==> src/rtl/npu_pkg.sv <==
// Shared types and defaults for the NPU matrix-multiply responder.
package npu_pkg;

  localparam int ADDR_W        = 10;
  localparam int DATA_W        = 32;
  localparam int N_DEF         = 4;
  localparam int ADDR_WAIT_DEF = 4;

  typedef enum logic [2:0] {
    S_IDLE,
    S_WAIT,
    S_LOAD,
    S_COMP,
    S_DONE
  } state_e;

endpackage

==> src/rtl/npu_mat_buf.sv <==
// Local A/B operand buffer: one write port, two combinational read ports.
module npu_mat_buf
  import npu_pkg::*;
#(
  parameter  int N  = N_DEF,
  localparam int NN = N * N,
  localparam int NB = 2 * NN,
  localparam int IW = (N > 1) ? $clog2(N) : 1,
  localparam int BW = $clog2(NB)
) (
  input  logic              clk_i,
  input  logic              rst_i,
  input  logic              we_i,
  input  logic [BW-1:0]     widx_i,
  input  logic [DATA_W-1:0] wdata_i,
  input  logic [IW-1:0]     ai_i,
  input  logic [IW-1:0]     ak_i,
  input  logic [IW-1:0]     bk_i,
  input  logic [IW-1:0]     bj_i,
  output logic [DATA_W-1:0] a_o,
  output logic [DATA_W-1:0] b_o
);

  logic [DATA_W-1:0] mem_q [NB];
  logic [BW-1:0]     a_idx;
  logic [BW-1:0]     b_idx;

  // A occupies words 0..NN-1, B follows at NN..2NN-1
  assign a_idx = BW'(ai_i) * BW'(N) + BW'(ak_i);
  assign b_idx = BW'(NN) + BW'(bk_i) * BW'(N) + BW'(bj_i);

  assign a_o = mem_q[a_idx];
  assign b_o = mem_q[b_idx];

  always_ff @(posedge clk_i or posedge rst_i) begin
    if (rst_i) begin
      for (int n = 0; n < NB; n++) begin
        mem_q[n] <= '0;
      end
    end else if (we_i) begin
      mem_q[widx_i] <= wdata_i;
    end
  end

endmodule

==> src/rtl/npu_ctrl.sv <==
// NPU responder: latch bases, buffer A and B, MAC C = A x B, write back, ack.
module npu_ctrl
  import npu_pkg::*;
#(
  parameter int N         = N_DEF,
  parameter int ADDR_WAIT = ADDR_WAIT_DEF
) (
  input  logic              clk_50,
  input  logic              rst,
  input  logic              EN_NPU,
  input  logic [ADDR_W-1:0] matA_addr,
  input  logic [ADDR_W-1:0] matB_addr,
  input  logic [ADDR_W-1:0] matC_addr,
  output logic              mem_rd_en,
  output logic [ADDR_W-1:0] mem_rd_addr,
  input  logic [DATA_W-1:0] mem_rdata,
  output logic              mem_wr_en,
  output logic [ADDR_W-1:0] mem_wr_addr,
  output logic [DATA_W-1:0] mem_wdata,
  output logic              busy,
  output logic              ack
);

  localparam int NN = N * N;
  localparam int NB = 2 * NN;
  localparam int IW = (N > 1) ? $clog2(N) : 1;
  localparam int KW = $clog2(N + 1);
  localparam int LW = $clog2(NB + 1);
  localparam int BW = $clog2(NB);
  localparam int WW = (ADDR_WAIT > 1) ? $clog2(ADDR_WAIT) : 1;

  state_e            state_q, state_d;
  logic              en_q;
  logic [WW-1:0]     wt_q, wt_d;
  logic [LW-1:0]     ld_q, ld_d;
  logic [IW-1:0]     i_q, i_d;
  logic [IW-1:0]     j_q, j_d;
  logic [KW-1:0]     k_q, k_d;
  logic [DATA_W-1:0] acc_q, acc_d;
  logic [ADDR_W-1:0] a_base_q, a_base_d;
  logic [ADDR_W-1:0] b_base_q, b_base_d;
  logic [ADDR_W-1:0] c_base_q, c_base_d;
  logic              rd_en_q, rd_en_d;
  logic [ADDR_W-1:0] rd_addr_q, rd_addr_d;
  logic              wr_en_q, wr_en_d;
  logic [ADDR_W-1:0] wr_addr_q, wr_addr_d;
  logic [DATA_W-1:0] wdata_q, wdata_d;
  logic              busy_q, ack_q;
  logic              bw_q;
  logic [BW-1:0]     bidx_q;

  logic [LW-1:0]     nxt;
  logic [IW-1:0]     k_lo;
  logic [DATA_W-1:0] a_w, b_w, prod, mac;

  assign k_lo = k_q[IW-1:0];

  npu_mat_buf #(.N(N)) u_buf (
    .clk_i  (clk_50),
    .rst_i  (rst),
    .we_i   (bw_q),
    .widx_i (bidx_q),
    .wdata_i(mem_rdata),
    .ai_i   (i_q),
    .ak_i   (k_lo),
    .bk_i   (k_lo),
    .bj_i   (j_q),
    .a_o    (a_w),
    .b_o    (b_w)
  );

  // Low word of a signed product equals the low word of the unsigned one
  assign prod = a_w * b_w;
  assign mac  = ((k_q == '0) ? '0 : acc_q) + prod;
  assign nxt  = ld_q + LW'(1);

  always_comb begin
    state_d   = state_q;
    wt_d      = wt_q;
    ld_d      = ld_q;
    i_d       = i_q;
    j_d       = j_q;
    k_d       = k_q;
    acc_d     = acc_q;
    a_base_d  = a_base_q;
    b_base_d  = b_base_q;
    c_base_d  = c_base_q;
    rd_en_d   = 1'b0;
    rd_addr_d = rd_addr_q;
    wr_en_d   = 1'b0;
    wr_addr_d = wr_addr_q;
    wdata_d   = wdata_q;
    unique case (state_q)
      S_IDLE: begin
        wt_d = '0;
        if (EN_NPU && !en_q) begin
          state_d = S_WAIT;
        end
      end
      S_WAIT: begin
        ld_d = '0;
        if (wt_q == WW'(ADDR_WAIT - 1)) begin
          a_base_d  = matA_addr;
          b_base_d  = matB_addr;
          c_base_d  = matC_addr;
          rd_en_d   = 1'b1;
          rd_addr_d = matA_addr;
          state_d   = S_LOAD;
        end else begin
          wt_d = wt_q + WW'(1);
        end
      end
      S_LOAD: begin
        // ld_q indexes the read currently on the bus; NB is the drain cycle
        if (ld_q == LW'(NB)) begin
          i_d     = '0;
          j_d     = '0;
          k_d     = '0;
          state_d = S_COMP;
        end else begin
          ld_d = nxt;
          if (nxt < LW'(NB)) begin
            rd_en_d   = 1'b1;
            rd_addr_d = (nxt < LW'(NN))
                      ? a_base_q + ADDR_W'(nxt)
                      : b_base_q + ADDR_W'(nxt - LW'(NN));
          end
        end
      end
      S_COMP: begin
        if (k_q == KW'(N)) begin
          k_d = '0;
          if (j_q == IW'(N - 1)) begin
            j_d = '0;
            if (i_q == IW'(N - 1)) begin
              state_d = S_DONE;
            end else begin
              i_d = i_q + IW'(1);
            end
          end else begin
            j_d = j_q + IW'(1);
          end
        end else begin
          acc_d = mac;
          k_d   = k_q + KW'(1);
          if (k_q == KW'(N - 1)) begin
            wr_en_d   = 1'b1;
            wdata_d   = mac;
            wr_addr_d = c_base_q
                      + ADDR_W'(i_q) * ADDR_W'(N)
                      + ADDR_W'(j_q);
          end
        end
      end
      S_DONE: begin
        state_d = S_IDLE;
      end
      default: begin
        state_d = S_IDLE;
      end
    endcase
  end

  always_ff @(posedge clk_50 or posedge rst) begin
    if (rst) begin
      state_q   <= S_IDLE;
      en_q      <= 1'b0;
      wt_q      <= '0;
      ld_q      <= '0;
      i_q       <= '0;
      j_q       <= '0;
      k_q       <= '0;
      acc_q     <= '0;
      a_base_q  <= '0;
      b_base_q  <= '0;
      c_base_q  <= '0;
      rd_en_q   <= 1'b0;
      rd_addr_q <= '0;
      wr_en_q   <= 1'b0;
      wr_addr_q <= '0;
      wdata_q   <= '0;
      busy_q    <= 1'b0;
      ack_q     <= 1'b0;
      bw_q      <= 1'b0;
      bidx_q    <= '0;
    end else begin
      state_q   <= state_d;
      en_q      <= EN_NPU;
      wt_q      <= wt_d;
      ld_q      <= ld_d;
      i_q       <= i_d;
      j_q       <= j_d;
      k_q       <= k_d;
      acc_q     <= acc_d;
      a_base_q  <= a_base_d;
      b_base_q  <= b_base_d;
      c_base_q  <= c_base_d;
      rd_en_q   <= rd_en_d;
      rd_addr_q <= rd_addr_d;
      wr_en_q   <= wr_en_d;
      wr_addr_q <= wr_addr_d;
      wdata_q   <= wdata_d;
      busy_q    <= (state_d != S_IDLE);
      ack_q     <= (state_d == S_DONE);
      bw_q      <= rd_en_q;
      bidx_q    <= ld_q[BW-1:0];
    end
  end

  assign mem_rd_en   = rd_en_q;
  assign mem_rd_addr = rd_addr_q;
  assign mem_wr_en   = wr_en_q;
  assign mem_wr_addr = wr_addr_q;
  assign mem_wdata   = wdata_q;
  assign busy        = busy_q;
  assign ack         = ack_q;

endmodule

==> config.mk <==
export PLATFORM = sky130hd
export DESIGN_NAME = npu_ctrl
export DESIGN_NICKNAME = d
export VERILOG_FILES = /design/src/rtl/npu_pkg.sv /design/src/rtl/npu_mat_buf.sv /design/src/rtl/npu_ctrl.sv
export SDC_FILE = /design/constraint.sdc
export NUM_CORES = 2
export LEC_CHECK = 0
export BUFFER_PORTS_ARGS = -buffer_cell sky130_fd_sc_hd__buf_4
export CORE_ASPECT_RATIO = 0.9
export CORE_UTILIZATION = 50
export DETAILED_ROUTE_END_ITERATION = 10
export PLACE_DENSITY = 0.69
export SLEW_MARGIN = 20
export SYNTH_ARGS = -nofsm -noshare
export SYNTH_HDL_FRONTEND = slang
export SYNTH_SLANG_ARGS = --single-unit
export TNS_END_PERCENT = 50
==> constraint.sdc <==
create_clock -name clk_50 -period 40 [get_ports clk_50]
set_clock_uncertainty 0.15 [all_clocks]
set_input_delay 4 -clock clk_50 [delete_from_list [all_inputs] [get_ports clk_50]]
set_output_delay 4 -clock clk_50 [all_outputs]
set_load 0.05 [all_outputs]
==> results.sh <==
export IMPL_io_pins=121
export IMPL_portBuffers=120
export IMPL_postSynth_asyncResetShare=1.00
export IMPL_finalCriticalPeriod_ns=11.01
export IMPL_cts_buffers=115
export IMPL_min_path_type="reg -> reg"
export IMPL_synth_main_ff_cell="dfrtp_1"
export IMPL_core_area_um2=138000
export IMPL_min_period_over_period=0.275
export IMPL_antenna_found_initial=9
export IMPL_drt_wl_total_um=186000
export IMPL_slew_headroom=0.267
export IMPL_crit_type="reg -> reg"
export IMPL_cp_data_required_time_ns=40.47
export IMPL_die_w_um=395
export IMPL_syn_avg_cell_area_um2=13.1
export IMPL_start_kind="register"
export IMPL_synth_area_leaders="dfrtp_1, mux2_2, fa_1"
export IMPL_status="complete, no violations"
export IMPL_syn_num_nets=5949
export IMPL_fin_nets=5923
export IMPL_arrival_ns=11.48
export IMPL_std_cell_rows=129
export IMPL_drv_slew=0
export IMPL_reg2reg_from="j_q[1]$_DFFE_PP0P_"
export IMPL_yosysMostFrequentCell="dfrtp_1"
export IMPL_clk_latency_ns=0.77
export IMPL_dp_hpwl_um=119000
export IMPL_routedWlPerCell_um=25.8
export IMPL_postCtsSetupRepairBufs=0
export IMPL_start_util=0.504
export IMPL_cap_violations=0
export IMPL_grt_max_degree=187
export IMPL_hold_start="acc_q[3]$_DFFE_PP0P_"
export IMPL_fillers=11200
export IMPL_clock_path_buffers=3
export IMPL_clkTransAtPathRegs_ns=0.06
export IMPL_num_vias=42700
export IMPL_cts_sinks=1167
export IMPL_n_antenna_cell=0
export IMPL_end_kind="register"
export IMPL_synth_distinct_cells=76
export IMPL_cts_root_buffer="clkbuf_16"
export IMPL_first_pass_iters=7
export IMPL_critPathMaxStageDelay_ns=0.80
export IMPL_max_slew_worst_pin_slew_ns=1.09
export IMPL_synth_cells=5291
export IMPL_syn_area_um2=69500
export IMPL_cp_startpoint="j_q[1]$_DFFE_PP0P_"
export IMPL_h_tree_depth=3
export IMPL_synth_common_cells="dfrtp_1, mux2_2, inv_1"
export IMPL_crit_family="adder cells"
export IMPL_grt_pass1_vias=45500
export IMPL_worstPathMaxFanout=55
export IMPL_grt_pass1_wl_um=287000
export IMPL_synth_edf_count=0
export IMPL_hold_buffers=0
export IMPL_synth_top_cell_area_share=0.420
export IMPL_drtIter0Drc=3744
export IMPL_grt_usage=0.271
export IMPL_routed_via_density=5.94
export IMPL_finalSetupTns_ns=0
export IMPL_ys_seq_area_frac=0.420
export IMPL_cts_tree="yes"
export IMPL_fmaxAchievable_ghz=0.0908
export IMPL_yosysTopAreaCell="dfrtp_1"
export IMPL_slowest_stage="buf_4"
export IMPL_final_layout_size_suffix_gt1_frac=0.335
export IMPL_worst_path_buf_inv=10
export IMPL_die_area_um2=140000
export IMPL_die_h_um=356
export IMPL_path_common_cell="fa_1"
export IMPL_drc=0
export IMPL_overflow=0
export IMPL_hold_violations=0
export IMPL_synth_warnings=0
export IMPL_area_growth_pct=9.28
export IMPL_gp_congestion=0.892
export IMPL_setup_viol=0
export IMPL_antenna_left=0
export IMPL_grt_setup_unrepaired="no"
export IMPL_synth_seq_cells=1167
export IMPL_cts_resized=0
flip-flops by register name, indices dropped and copies added, names as in the netlist, 3 cells and up:
name and flops:
mem_wdata 32, a_base_q 10, mem_rd_addr 10, bidx_q 5, mem_wr_addr 10, u_buf.mem_q 1024, acc_q 32, k_q 3
ld_q 6, b_base_q 10, c_base_q 10, state_q 3
tightest hold or removal path, stage by stage (launching register included):
cell and delay (ns):
dfrtp_1 0.34, nand2_1 0.05, nand2_1 0.05
kinds of logic after synthesis:
| logic type | Yosys count | synth area share |
|---|---|---|
| flops | 1167 | 0.420 |
| simple gates | 875 | 0.0549 |
| buf+inv | 878 | 0.0529 |
| mux | 1425 | 0.279 |
| compound gates | 242 | 0.0232 |
| fa+ha+maj | 593 | 0.154 |
| xor+xnor | 111 | 0.0152 |
layer usage:
| layer | share of wire | up-vias | global-route usage |
|---|---|---|---|
| met4 | 0.037 | 4 | 0.0921 |
| met2 | 0.46 | 1372 | 0.420 |
| met5 | 0.00014 | - | 0 |
| li1 | - | 17900 | - |
| met3 | 0.074 | 366 | 0.0580 |
| met1 | 0.43 | 23000 | 0.381 |
through the flow:
stage / hold slack [ns] / setup slack [ns] / area, µm² / util / instances
after floorplan: 0.266 / 2.98 / 69500 / - / 5291
after global placement: 0.301 / 29.10 / 72000 / 0.523 / 6981
after detailed placement: 0.310 / 29.10 / 72000 / 0.523 / 6981
after CTS: 0.326 / 29.08 / 75900 / 0.551 / 7190
after global routing: 0.337 / 28.56 / 75900 / 0.551 / 7191
final: 0.324 / 28.99 / 75900 / 0.551 / 7191
placed cells by master, fill, tap and decap left out, drive strengths merged, types with 18 or more instances in the layout:
cell type / n
a21o: 18
a21oi: 55
and2: 35
buf: 222
clkbuf: 178
clkinv: 24
dfrtp: 1167
fa: 441
ha: 152
inv: 513
mux2: 1107
mux2i: 45
mux4: 273
nand2: 350
nand2b: 63
nand3: 20
nor2: 315
nor2b: 29
o21ai: 61
or2: 25
xnor2: 74
xor2: 32
path summary, 6_finish.rpt:
check / endpoint / slack, ns / cells past startpoint
worst max register to register: acc_q[31]$_DFFE_PP0P_ / 28.99 / 34
max in group asynchronous: mem_wdata[22]$_DFFE_PP0P_ / 32.55 / 6
worst min register to register: acc_q[3]$_DFFE_PP0P_ / 0.32 / 2
worst min-delay path: acc_q[3]$_DFFE_PP0P_ / 0.32 / 2
worst max-delay path: acc_q[31]$_DFFE_PP0P_ / 28.99 / 34
min in group asynchronous: u_buf.mem_q[576]$_DFFE_PP0P_ / 3.19 / 2
final cells by class:
type / instances / area, µm² / share of cell area
Timing Repair Buffer: 222 / 1750 / 0.0231
Tap cell: 1834 / 2290 / 0.0302
Clock inverter: 31 / 415 / 0.00547
Inverter: 513 / 1930 / 0.0255
Clock buffer: 178 / 3440 / 0.0453
Multi-Input combinational cell: 3246 / 36800 / 0.485
Sequential cell: 1167 / 29200 / 0.385
Power is left out: the tool's default activity adds up to more than one toggle a clock period on the data nets, which glitch-free logic cannot reach.
